File: src/rtl/crd_hold_p.sv
// Coordinate-hold primitive: passes the inner coordinate stream through and repeats
// the outer coordinate once per inner token, with stop-level checking and a sticky error flag.

module crd_hold_fifo #(
  parameter int W     = 17,
  parameter int DEPTH = 2
) (
  input  logic         clk,
  input  logic         clr,
  input  logic         push,
  input  logic         pop,
  input  logic [W-1:0] din,
  output logic [W-1:0] dout,
  output logic         full,
  output logic         empty
);
  localparam int AW = (DEPTH > 1) ? $clog2(DEPTH) : 1;
  localparam int CW = $clog2(DEPTH + 1);

  logic [W-1:0]  mem [DEPTH];
  logic [AW-1:0] rd_ptr, wr_ptr;
  logic [CW-1:0] count;

  function automatic logic [AW-1:0] next_ptr(input logic [AW-1:0] p);
    return (p == AW'(DEPTH - 1)) ? '0 : p + AW'(1);
  endfunction

  always_ff @(posedge clk) begin
    if (clr) begin
      rd_ptr <= '0;
      wr_ptr <= '0;
      count  <= '0;
    end else begin
      if (push) wr_ptr <= next_ptr(wr_ptr);
      if (pop)  rd_ptr <= next_ptr(rd_ptr);
      if (push && !pop)      count <= count + CW'(1);
      else if (pop && !push) count <= count - CW'(1);
    end
  end

  always_ff @(posedge clk) begin
    if (push) mem[wr_ptr] <= din;
  end

  assign dout  = mem[rd_ptr];
  assign full  = (count == CW'(DEPTH));
  assign empty = (count == '0);
endmodule

// state | meaning
// RUN   | pair inner head with outer head; emit or flag errors
// OSTOP | inner closed a fiber at level n>=1; outer must now show S_(n-1)
module crd_hold_p #(
  parameter int DATA_W     = 16,
  parameter int FIFO_DEPTH = 2
) (
  input  logic            clk,
  input  logic            rst,
  input  logic            flush,
  input  logic            tile_en,
  input  logic [DATA_W:0] outer_in,
  input  logic            outer_in_valid,
  output logic            outer_in_ready,
  input  logic [DATA_W:0] inner_in,
  input  logic            inner_in_valid,
  output logic            inner_in_ready,
  output logic [DATA_W:0] inner_out,
  output logic            inner_out_valid,
  input  logic            inner_out_ready,
  output logic [DATA_W:0] hold_out,
  output logic            hold_out_valid,
  input  logic            hold_out_ready,
  output logic            proto_err
);
  typedef enum logic {RUN, OSTOP} state_t;

  state_t          state;
  logic [7:0]      stop_n;
  logic            clr, active;
  logic [DATA_W:0] h, i, hold_val;
  logic            o_full, o_empty, i_full, i_empty;
  logic            io_full, io_empty, ho_full, ho_empty;
  logic            o_pop, i_pop, io_pop, ho_pop, emit, space;
  logic            set_err, go_ostop, go_run;
  logic            h_ctl, h_stop, h_done, i_ctl, i_stop, i_done;

  assign clr    = rst | flush;
  assign active = tile_en & ~clr;

  assign outer_in_ready  = active & (~o_full | o_pop);
  assign inner_in_ready  = active & (~i_full | i_pop);
  assign inner_out_valid = active & ~io_empty;
  assign hold_out_valid  = active & ~ho_empty;
  assign io_pop = inner_out_valid & inner_out_ready;
  assign ho_pop = hold_out_valid & hold_out_ready;
  assign space  = (~io_full | io_pop) & (~ho_full | ho_pop);

  assign h_ctl  = h[DATA_W];
  assign h_stop = h_ctl & (h[9:8] == 2'b00);
  assign h_done = h_ctl & (h[9:8] == 2'b01);
  assign i_ctl  = i[DATA_W];
  assign i_stop = i_ctl & (i[9:8] == 2'b00);
  assign i_done = i_ctl & (i[9:8] == 2'b01);

  always_comb begin
    o_pop    = 1'b0;
    i_pop    = 1'b0;
    emit     = 1'b0;
    hold_val = i;
    set_err  = 1'b0;
    go_ostop = 1'b0;
    go_run   = 1'b0;
    if (active) begin
      case (state)
        RUN: if (!o_empty && !i_empty) begin
          if (!i_ctl && !h_ctl) begin
            if (space) begin
              emit     = 1'b1;
              hold_val = h;
              i_pop    = 1'b1;
            end
          end else if (i_stop && !h_ctl) begin
            if (space) begin
              emit     = 1'b1;
              i_pop    = 1'b1;
              o_pop    = 1'b1;
              go_ostop = |i[7:0];
            end
          end else if (i_done && h_done) begin
            if (space) begin
              emit  = 1'b1;
              i_pop = 1'b1;
              o_pop = 1'b1;
            end
          end else if (!i_ctl) begin
            set_err = 1'b1;
            i_pop   = 1'b1;
          end else begin
            set_err = 1'b1;
            i_pop   = 1'b1;
            o_pop   = 1'b1;
          end
        end
        OSTOP: if (!o_empty) begin
          o_pop   = 1'b1;
          go_run  = 1'b1;
          set_err = ~(h_stop && (h[7:0] == stop_n - 8'd1));
        end
        default: go_run = 1'b1;
      endcase
    end
  end

  // Reset and flush have identical effect, so one clear branch serves both.
  always_ff @(posedge clk) begin
    if (clr) begin
      state     <= RUN;
      stop_n    <= '0;
      proto_err <= 1'b0;
    end else begin
      if (set_err) proto_err <= 1'b1;
      if (go_ostop) begin
        state  <= OSTOP;
        stop_n <= i[7:0];
      end else if (go_run) begin
        state <= RUN;
      end
    end
  end

  crd_hold_fifo #(.W(DATA_W+1), .DEPTH(FIFO_DEPTH)) u_outer_fifo (
    .clk(clk), .clr(clr), .push(outer_in_valid & outer_in_ready), .pop(o_pop),
    .din(outer_in), .dout(h), .full(o_full), .empty(o_empty));

  crd_hold_fifo #(.W(DATA_W+1), .DEPTH(FIFO_DEPTH)) u_inner_fifo (
    .clk(clk), .clr(clr), .push(inner_in_valid & inner_in_ready), .pop(i_pop),
    .din(inner_in), .dout(i), .full(i_full), .empty(i_empty));

  crd_hold_fifo #(.W(DATA_W+1), .DEPTH(FIFO_DEPTH)) u_inner_out_fifo (
    .clk(clk), .clr(clr), .push(emit), .pop(io_pop),
    .din(i), .dout(inner_out), .full(io_full), .empty(io_empty));

  crd_hold_fifo #(.W(DATA_W+1), .DEPTH(FIFO_DEPTH)) u_hold_out_fifo (
    .clk(clk), .clr(clr), .push(emit), .pop(ho_pop),
    .din(hold_val), .dout(hold_out), .full(ho_full), .empty(ho_empty));
endmodule

File: config.mk
export PLATFORM = sky130hd
export DESIGN_NAME = crd_hold_p
export DESIGN_NICKNAME = d
export VERILOG_FILES = /design/src/rtl/crd_hold_p.sv
export SDC_FILE = /design/constraint.sdc
export NUM_CORES = 1
export LEC_CHECK = 0
export BUFFER_PORTS_ARGS = -buffer_cell sky130_fd_sc_hd__buf_4
export CAP_MARGIN = 10
export CELL_PAD_IN_SITES_DETAIL_PLACEMENT = 0
export CELL_PAD_IN_SITES_GLOBAL_PLACEMENT = 1
export CORE_UTILIZATION = 48
export DETAILED_ROUTE_END_ITERATION = 12
export HOLD_SLACK_MARGIN = 0.06
export PLACE_DENSITY = 0.85
export SYNTH_ARGS = -nofsm -noshare
export SYNTH_HDL_FRONTEND = slang
export SYNTH_SLANG_ARGS = --single-unit
File: constraint.sdc
create_clock -name clk -period 3.8 [get_ports clk]
set_input_delay 0.19 -clock clk [delete_from_list [all_inputs] [get_ports clk]]
set_output_delay 0.19 -clock clk [all_outputs]
set_load 0.01 [all_outputs]
# After elaboration in Yosys (flattened, before gate mapping)
# Memory sizes are Yosys's and may differ from the RTL's. A register that Yosys moved wholly into a read port is not among the register bits.
# Index checks and enable logic that the tools add are counted.
# op_classes
add_sub_neg,17
n_eq_ne,7
muxes,73
bitwise,28
reduce_logical,36
# ops
op,count
$mux W17,5
$mux W1,58
$mux W2,8
$and A1 B1 Y1,14
$logic_and A1 B1 Y1,13
$logic_not A2 Y1,6
$logic_not A1 Y1,11
$reduce_bool A2 Y1,5
$not A1 Y1,9
$add A1 B1 Y1 const B,8
$add A2 B1 Y2 const B,4
$eq A2 B2 Y1 const B,4
$eq A8 B8 Y1,1
$reduce_or A8 Y1,1
$sub A2 B1 Y2 const B,4
$sub A8 B1 Y8 const B,1
$or A1 B1 Y1,5
$eq A2 B1 Y1 const B,2
$pmux W1 S2,2
# word_totals
ff_bits,26
ram_bits,136
input_bits,42
output_inout_bits,39
elab_cells,180
memories,4
# memory_table
memory,depth,word_bits,read_ports,rd_clocked_by_memory_dff,write_ports,line_no,rtl
u_hold_out_fifo.mem,2,17,1,1,1,20,logic [W-1:0] mem [DEPTH];
u_inner_fifo.mem,2,17,1,1,1,20,
u_inner_out_fifo.mem,2,17,1,1,1,20,
u_outer_fifo.mem,2,17,1,1,1,20,

# Depth between registers and ports, before layout
# Gate-level depths: netlist of the first run.
# depth
ltp_word,21
ltp_mapped,11

# Modules after synthesis
# Synthesis of the first run repeated with hierarchy kept, for this count alone.
# hier_totals
cells_unflattened,424
area_unflattened_um2,6810.3
# by_module_without_submodules
mod,instances,cells_each,area_each_um2
crd_hold_fifo,4,75,1432.6
crd_hold_p,1,124,1079.8

# Least setup slack after synthesis of the first run
# No wires, ideal clock.
# synth_timing
kind,register to register
from,register (tool-made name)
to,memory u_hold_out_fifo.mem[0][0] (enable)
setup_ps,412
arrival_ps,2694
path_slack_ps,694
stages_incl_launch_ff,6
n_path_buf,1
path_cell_list,dfxtp_1 buf_2 mux2_2 or2_2 o221a_2 nor3_1
# synth_lines
element,line_no
to (decl),20

==> impl_results.md, run 1 <==
- First-pass GRT wire length: 20.71 mm
- DRC: 0
- Met1 Resource Use GR: 0.2398
- Layout area overhead: 25.91%
- Synth warnings: 0
- Average wire per standard cell: 17.15 um
- Biggest area consumer among synthesized cells: edfxtp_1
- Crit. End Element: flip-flop
- Site Rows: 43
- Count leader, synth: edfxtp_1
- Vias in the first global route: 4055
- Maximum fanout along the worst path: 19
- PwrDens: 443.8 nW/um2
- GR Layer Usage met3: 0.04981
- HP Start: rst
- Cell variety after synth: 50
- Post-synthesis sequential area ratio: 0.6885
- Vias per cell: 5.199
- Pins over their slew limit: 0
- Mapped Cells: 443
- Placed inst area: 7631 um2
- WP data arrival: 3430 ps
- Clock Skews: 10.94 ps
- Clk_lat worst skew: 420 ps
- Dpl hpwl: 9.041 mm
- Clock sink count: 166
- Slew margin rel.: 0.3977
- Area contributors post-synth: edfxtp_1 (60%), mux2_2 (10%), dfxtp_1 (8.8%)
- RSZ-0062 raised after global routing: false
- Period minus WS final: 3090 ps
- M2 GR Usage: 0.3196
- MaxCap Viol Count: 0
- Final wirelength: 13.07 mm
- Peak supply drop: 245.7 uV
- Worst EP required: 4140 ps
- P_leak: 3.081 nW
- Main synth FF type: edfxtp_1
- Postcts setup bufs: 0
- Critical Path, Cell by Cell: buf_4, or3b_2, a211o_1, o221a_2, nor2_1, ha_1, or3_1, a21oi_1
- Worst path max stage delay: 510 ps
- Vias: 3962
- Hold Crit Class: input pin to flip-flop
- Core Footprint: 13880 um2
- Number of flops mapped to enable cells by yosys: 136
- Endpoints failing hold: 0
- CP startpoint kind: flip-flop
- Die W: 121.1 um
- Syn Nets: 490
- Ys async rst share: 0
- # diodes: 0
- Setup TNS: 0 ps
- Top post-synthesis cells by count: edfxtp_1 (136), mux2_2 (62), nor2_1 (35), dfxtp_1 (30), mux2i_1 (22)
- DRT iter0 DRCs: 274
- Final setup vio count: 0
- Die Area: 14660 um2
- Share of the synthesized area in the top cell type: 0.6002
- Drt first pass iters: 4
- Clock transition at path regs: 60 ps
- Post-route cell area: 8567 um2
- Hold path depth: 4
- Reg-to-reg endpoint: u_inner_out_fifo.count[1]
- Most Used Layer, Global Route: met2
- CTS tree: done
- Antenna Nets Post-Route: 0
- Worst R2R Setup Slack: 710 ps
- Die Span Y: 121.1 um
- Htree depth: 4
- Status: completed
- Max Clk Rate: 323.6 MHz
- Max stage delay cell, worst path: or3b_2
- Avg Inst Size Synth: 15.36 um2
- Total grt overflow: 0
- Mapped cell area: 6804 um2
- Largest net degree at the start of global routing: 29
- Deepest clock path buffer count: 2
- Starting Density: 0.4902
- Root buffer cell: clkbuf_16
- Final #Nets: 616
- Reg2reg path depth: 8
- Final estimated routing congestion in global placement: 0.8045
- Cts bufs inserted: 17
- Buffers added on ports: 80
- GR Util All Layers: 0.1920
- Final Cycle Share: 0.8133
- Synthesized flop and latch total: 166
- Worst-margin pin slew: 903.4 ps
- Initial antenna violation count: 0
- Layout cells sized above 1: 0.3179
- Critical path class: flip-flop to flip-flop
- IO Pins: 81
- Hold EP: u_outer_fifo.rd_ptr
## how the worst max path moves through the flow
stage | endpoint | slack [ps] | cells past startpoint
floorplan | u_hold_out_fifo.mem[0][0] | 690 | 5
global placement | u_inner_out_fifo.count[1] | 830 | 8
detailed placement | u_inner_out_fifo.count[1] | 740 | 8
CTS | u_inner_out_fifo.count[1] | 720 | 8
global route | u_hold_out_fifo.count[1] | 520 | 8
finish | u_inner_out_fifo.count[1] | 710 | 8
## registers in the layout, summed over array words and instances (netlist names), 2 cells and up, named ones only
signal,flops
u_hold_out_fifo.count,2
u_inner_fifo.mem,34
u_outer_fifo.mem,34
stop_n,8
u_hold_out_fifo.mem,34
u_inner_out_fifo.count,2
u_outer_fifo.count,2
u_inner_out_fifo.mem,34
u_inner_fifo.count,2
## per-stage QoR
step	instances	utilization	power, W	setup slack, ps	hold WS [ps]
4_1_cts	762	0.6172	0.003832	724.5	104.2
3_5_place_dp	696	0.5498	0.002089	736.6	378.6
3_3_place_gp	696	0.5498	0.002085	828.4	377.4
6_report	762	0.6172	0.003802	709.6	134.4
5_1_grt	762	0.6172	0.003903	520.2	161.7
2_1_floorplan	443	-	0.002036	693.5	288.9
## report_power, final
part	internal, W	total, W	switching [W]
clock network	0.00109	0.00172	0.000638
registers	0.00197	0.00197	0.00000302
logic	0.0000640	0.000109	0.0000447
total	0.00312	0.00380	0.000686
## logic make-up after synthesis
logic type / after synthesis / share of synthesized area
compound gates: 43 / 0.04506
xor+xnor: 25 / 0.03218
fa+ha+maj: 5 / 0.009195
buf+inv: 29 / 0.01784
flops: 166 / 0.6885
mux: 84 / 0.1350
simple gates: 91 / 0.07227
## layer usage
metal | vias up | wire length (um)
met2 | 106 | 6605
met4 | 0 | 219
met5 | - | 0
li1 | 1912 | -
met1 | 1928 | 5661
met3 | 16 | 584
## placed cells by master (no fill, tap or decap), types with 3 or more instances in the layout
cell type / netlist / layout
nand3_1: 3 / 3
a211oi_1: 8 / 8
dfxtp_1: 30 / 30
nor4_1: 4 / 4
buf_4: 0 / 88
clkbuf_1: 7 / 3
mux2i_1: 22 / 22
xnor2_1: 10 / 10
or2_2: 4 / 4
a21oi_1: 10 / 10
mux2_2: 62 / 62
nand2b_1: 3 / 3
edfxtp_1: 136 / 136
ha_1: 5 / 5
o21ai_0: 10 / 10
clkinv_1: 0 / 6
and2_1: 4 / 4
bufinv_16: 0 / 4
xor2_1: 15 / 15
nor2_1: 35 / 35
nor4bb_1: 3 / 3
nor2b_1: 4 / 4
nand2_1: 10 / 10
nor3b_1: 3 / 3
dlygate4sd3_1: 0 / 34
or3_1: 4 / 4
inv_1: 14 / 14
clkbuf_16: 0 / 17
## area by class of cell
type	instances	area (um2)
timing repair buffer	122	1001
sequential	166	4684
tap	180	225.2
multi-input combinational	248	2008
clock buffer	20	436.7
clock inverter	12	158.9
inverter	14	52.55
fill	1054	5314
## worst max-delay path, delay by kind of cell (launching register included)
kind            cells  cell delay (ps)
fa+ha+maj           1              360
flops               1              310
buf+inv             1              220
simple gates        3             1290
compound gates      3              830
## repair_timing
| item | in CTS | in global routing |
|---|---|---|
| gates resized for setup | 0 | 0 |
| hold buffers | 34 | 0 |
| endpoints found under the hold margin | 68 | 0 |
No activity file was read; power rests on OpenSTA's default activity.
==> inputs of run 2 (changes only) <==
Settings changed: CORE_UTILIZATION 48 to 44, PLACE_DENSITY 0.85 to 0.82.
Clock period 3.8 ns to 2.7 ns, I/O delays scaled along.
==> run 2 against run 1 <==
  * Non-clock buffer count rose by 15
  * Largest cell class unchanged
  * Count of clock-buffer cells in the layout fell by 2
  * Core utilization fell by 4.2 points
  * Clock skew rose by 1.0 ps
  * Power rose by 37%
  * Final area rose by 1.7%
  * Die area rose by 8.9%
  * Largest power group unchanged
  * Flip-flop and latch count did not move
  * Combinational power rose by 47%
==> impl_results.md, run 2 (same netlist as run 1, synthesis figures left out) <==
- Status: completed (unchanged)
- Total grt overflow: 0 (unchanged)
- Clock transition at path regs: 60 ps (about the same)
- Core Footprint: 15150 um2 (was 13880 um2)
- GR Util All Layers: 0.1811 (was 0.1920)
- Final setup vio count: 0 (unchanged)
- Layout cells sized above 1: 0.3601 (was 0.3179)
- RSZ-0062 raised after global routing: true (was false)
- DRC: 0 (unchanged)
- Commonest non-fill, non-tap cells in the layout: edfxtp_1 (136), buf_4 (99), mux2_2 (62) (was edfxtp_1 (136), buf_4 (88), mux2_2 (62))
- Tightest hold margin: 161.4 ps (was 134.4 ps)
- Layout area overhead: 28.06% (was 25.91%)
- Antenna Nets Post-Route: 0 (unchanged)
- Drt first pass iters: 4 (unchanged)
- Hold path depth: 4 (unchanged)
- First-pass GRT wire length: 21.09 mm (was 20.71 mm)
- P_leak: 3.166 nW (was 3.081 nW)
- Dpl hpwl: 9.380 mm (was 9.041 mm)
- FF-to-FF Start: u_outer_fifo.mem[0][9]
- Worst-margin pin slew: 924.2 ps (was 903.4 ps)
- Die W: 126.4 um (was 121.1 um)
- Cts bufs inserted: 17 (unchanged)
- Largest net degree at the start of global routing: 29 (unchanged)
- Worst R2R Setup Slack: 120 ps (was 710 ps)
- Slew margin rel.: 0.3839 (was 0.3977)
- Hold Crit Class: input pin to flip-flop (unchanged)
- # diodes: 0 (unchanged)
- Vias: 3981 (was 3962)
- Maximum fanout along the worst path: 6 (was 19)
- Commonest non-fill, non-tap cell in the layout: edfxtp_1 (unchanged)
- Site Rows: 45 (was 43)
- Placed inst area: 7764 um2 (was 7631 um2)
- Clock Skews: 11.94 ps (was 10.94 ps)
- CP startpoint kind: flip-flop (unchanged)
- CTS tree: done (unchanged)
- Hold EP: u_inner_out_fifo.rd_ptr (was u_outer_fifo.rd_ptr)
- Pins over their slew limit: 0 (unchanged)
- Final #Nets: 631 (was 616)
- Clk_lat worst skew: 430 ps (was 420 ps)
- Starting Density: 0.4492 (was 0.4902)
- Die Span Y: 126.4 um (was 121.1 um)
- GR Layer Usage met3: 0.04682 (was 0.04981)
- Peak supply drop: 440.6 uV (was 245.7 uV)
- Vias in the first global route: 4091 (was 4055)
- HP Start: inner_out_ready (was rst)
- Root buffer cell: clkbuf_16 (unchanged)
- Vias per cell: 5.071 (was 5.199)
- PwrDens: 599.8 nW/um2 (was 443.8 nW/um2)
- Final Cycle Share: 0.9563 (was 0.8133)
- IO Pins: 81 (unchanged)
- WP data arrival: 2940 ps (was 3430 ps)
- Htree depth: 4 (unchanged)
- Final estimated routing congestion in global placement: 0.7883 (was 0.8045)
- Die Area: 15970 um2 (was 14660 um2)
- Reg-to-reg endpoint: u_inner_fifo.count[1] (was u_inner_out_fifo.count[1])
- Period minus WS final: 2582 ps (was 3090 ps)
- Reg2reg path depth: 8 (unchanged)
- Met1 Resource Use GR: 0.2207 (was 0.2398)
- Buffers added on ports: 80 (unchanged)
- DRT iter0 DRCs: 212 (was 274)
- Max Clk Rate: 387.3 MHz (was 323.6 MHz)
- Post-route cell area: 8713 um2 (was 8567 um2)
- Average wire per standard cell: 17.23 um (was 17.15 um)
- Clock sink count: 166 (unchanged)
- Endpoints failing hold: 0 (unchanged)
- MaxCap Viol Count: 0 (unchanged)
- Deepest clock path buffer count: 2 (unchanged)
- M2 GR Usage: 0.3000 (was 0.3196)
- Most Used Layer, Global Route: met2 (unchanged)
- Worst EP required: 3060 ps (was 4140 ps)
- Initial antenna violation count: 0 (unchanged)
- Critical path class: flip-flop to flip-flop (unchanged)
- Final wirelength: 13.52 mm (was 13.07 mm)
- Crit. End Element: flip-flop (unchanged)
## run 2: stage by stage
step / utilization / cells / TNS (ps) / total power, W / setup WS [ps]
floorplan: - / 443 / -14030 / 0.002866 / -406.5
global placement: 0.5126 / 717 / 0 / 0.002939 / 101.6
detailed placement: 0.5126 / 717 / -42.09 / 0.002944 / -26.90
CTS: 0.5736 / 785 / 0 / 0.005261 / 19.40
global route: 0.5753 / 785 / 0 / 0.005379 / 0.6533
finish: 0.5753 / 785 / 0 / 0.005227 / 118.0
## run 2: per-layer routing
| metal | share of wire | vias up |
|---|---|---|
| met5 | 0 | - |
| met4 | 0.025 | 0 |
| met3 | 0.039 | 23 |
| met2 | 0.50 | 90 |
| met1 | 0.44 | 1926 |
| li1 | - | 1942 |
## run 2: where the power goes
| part | internal [W] | total, W | switching, W |
|---|---|---|---|
| Combinational | 0.0000954 | 0.000160 | 0.0000650 |
| Sequential | 0.00277 | 0.00277 | 0.00000443 |
| Clock | 0.00130 | 0.00230 | 0.000997 |
| Total | 0.00416 | 0.00523 | 0.00107 |
## run 2: repair_timing
action | in CTS | in global routing
setup endpoints to repair | 3 | 39
setup buffers | 0 | 0
gates resized for setup | 2 | 8
hold buffers | 36 | 0
pin swaps | 0 | 2
endpoints found under the hold margin | 69 | 0
## run 2: worst max-delay path by stage
stage	from	endpoint	slack (ps)
CTS	flip-flop	inner_in_ready	20
finish	u_outer_fifo.mem[0][9]	u_inner_fifo.count[1]	120
global route	u_outer_fifo.mem[0][9]	u_inner_fifo.count[1]	0.7
floorplan	flip-flop	u_hold_out_fifo.mem[0][0]	-410
global placement	flip-flop	u_inner_fifo.count[1]	100
detailed placement	flip-flop	u_hold_out_fifo.count[1]	-30
## run 2: layout make-up
class,instances,area [um2]
fill,1205,6432
sequential,166,4686
multi-input combinational,248,2034
timing repair buffer,137,1144
clock buffer,18,439.2
tap,188,235.2
clock inverter,14,122.6
inverter,14,52.55
## run 2: critical path: stages (launching register included)
cell and delay, ps:
edfxtp_1 370, or3b_2 460, a211o_1 320, o221a_4 310, o21a_2 250, ha_1 200, xor2_1 160, or3_1 310
a21oi_1 130
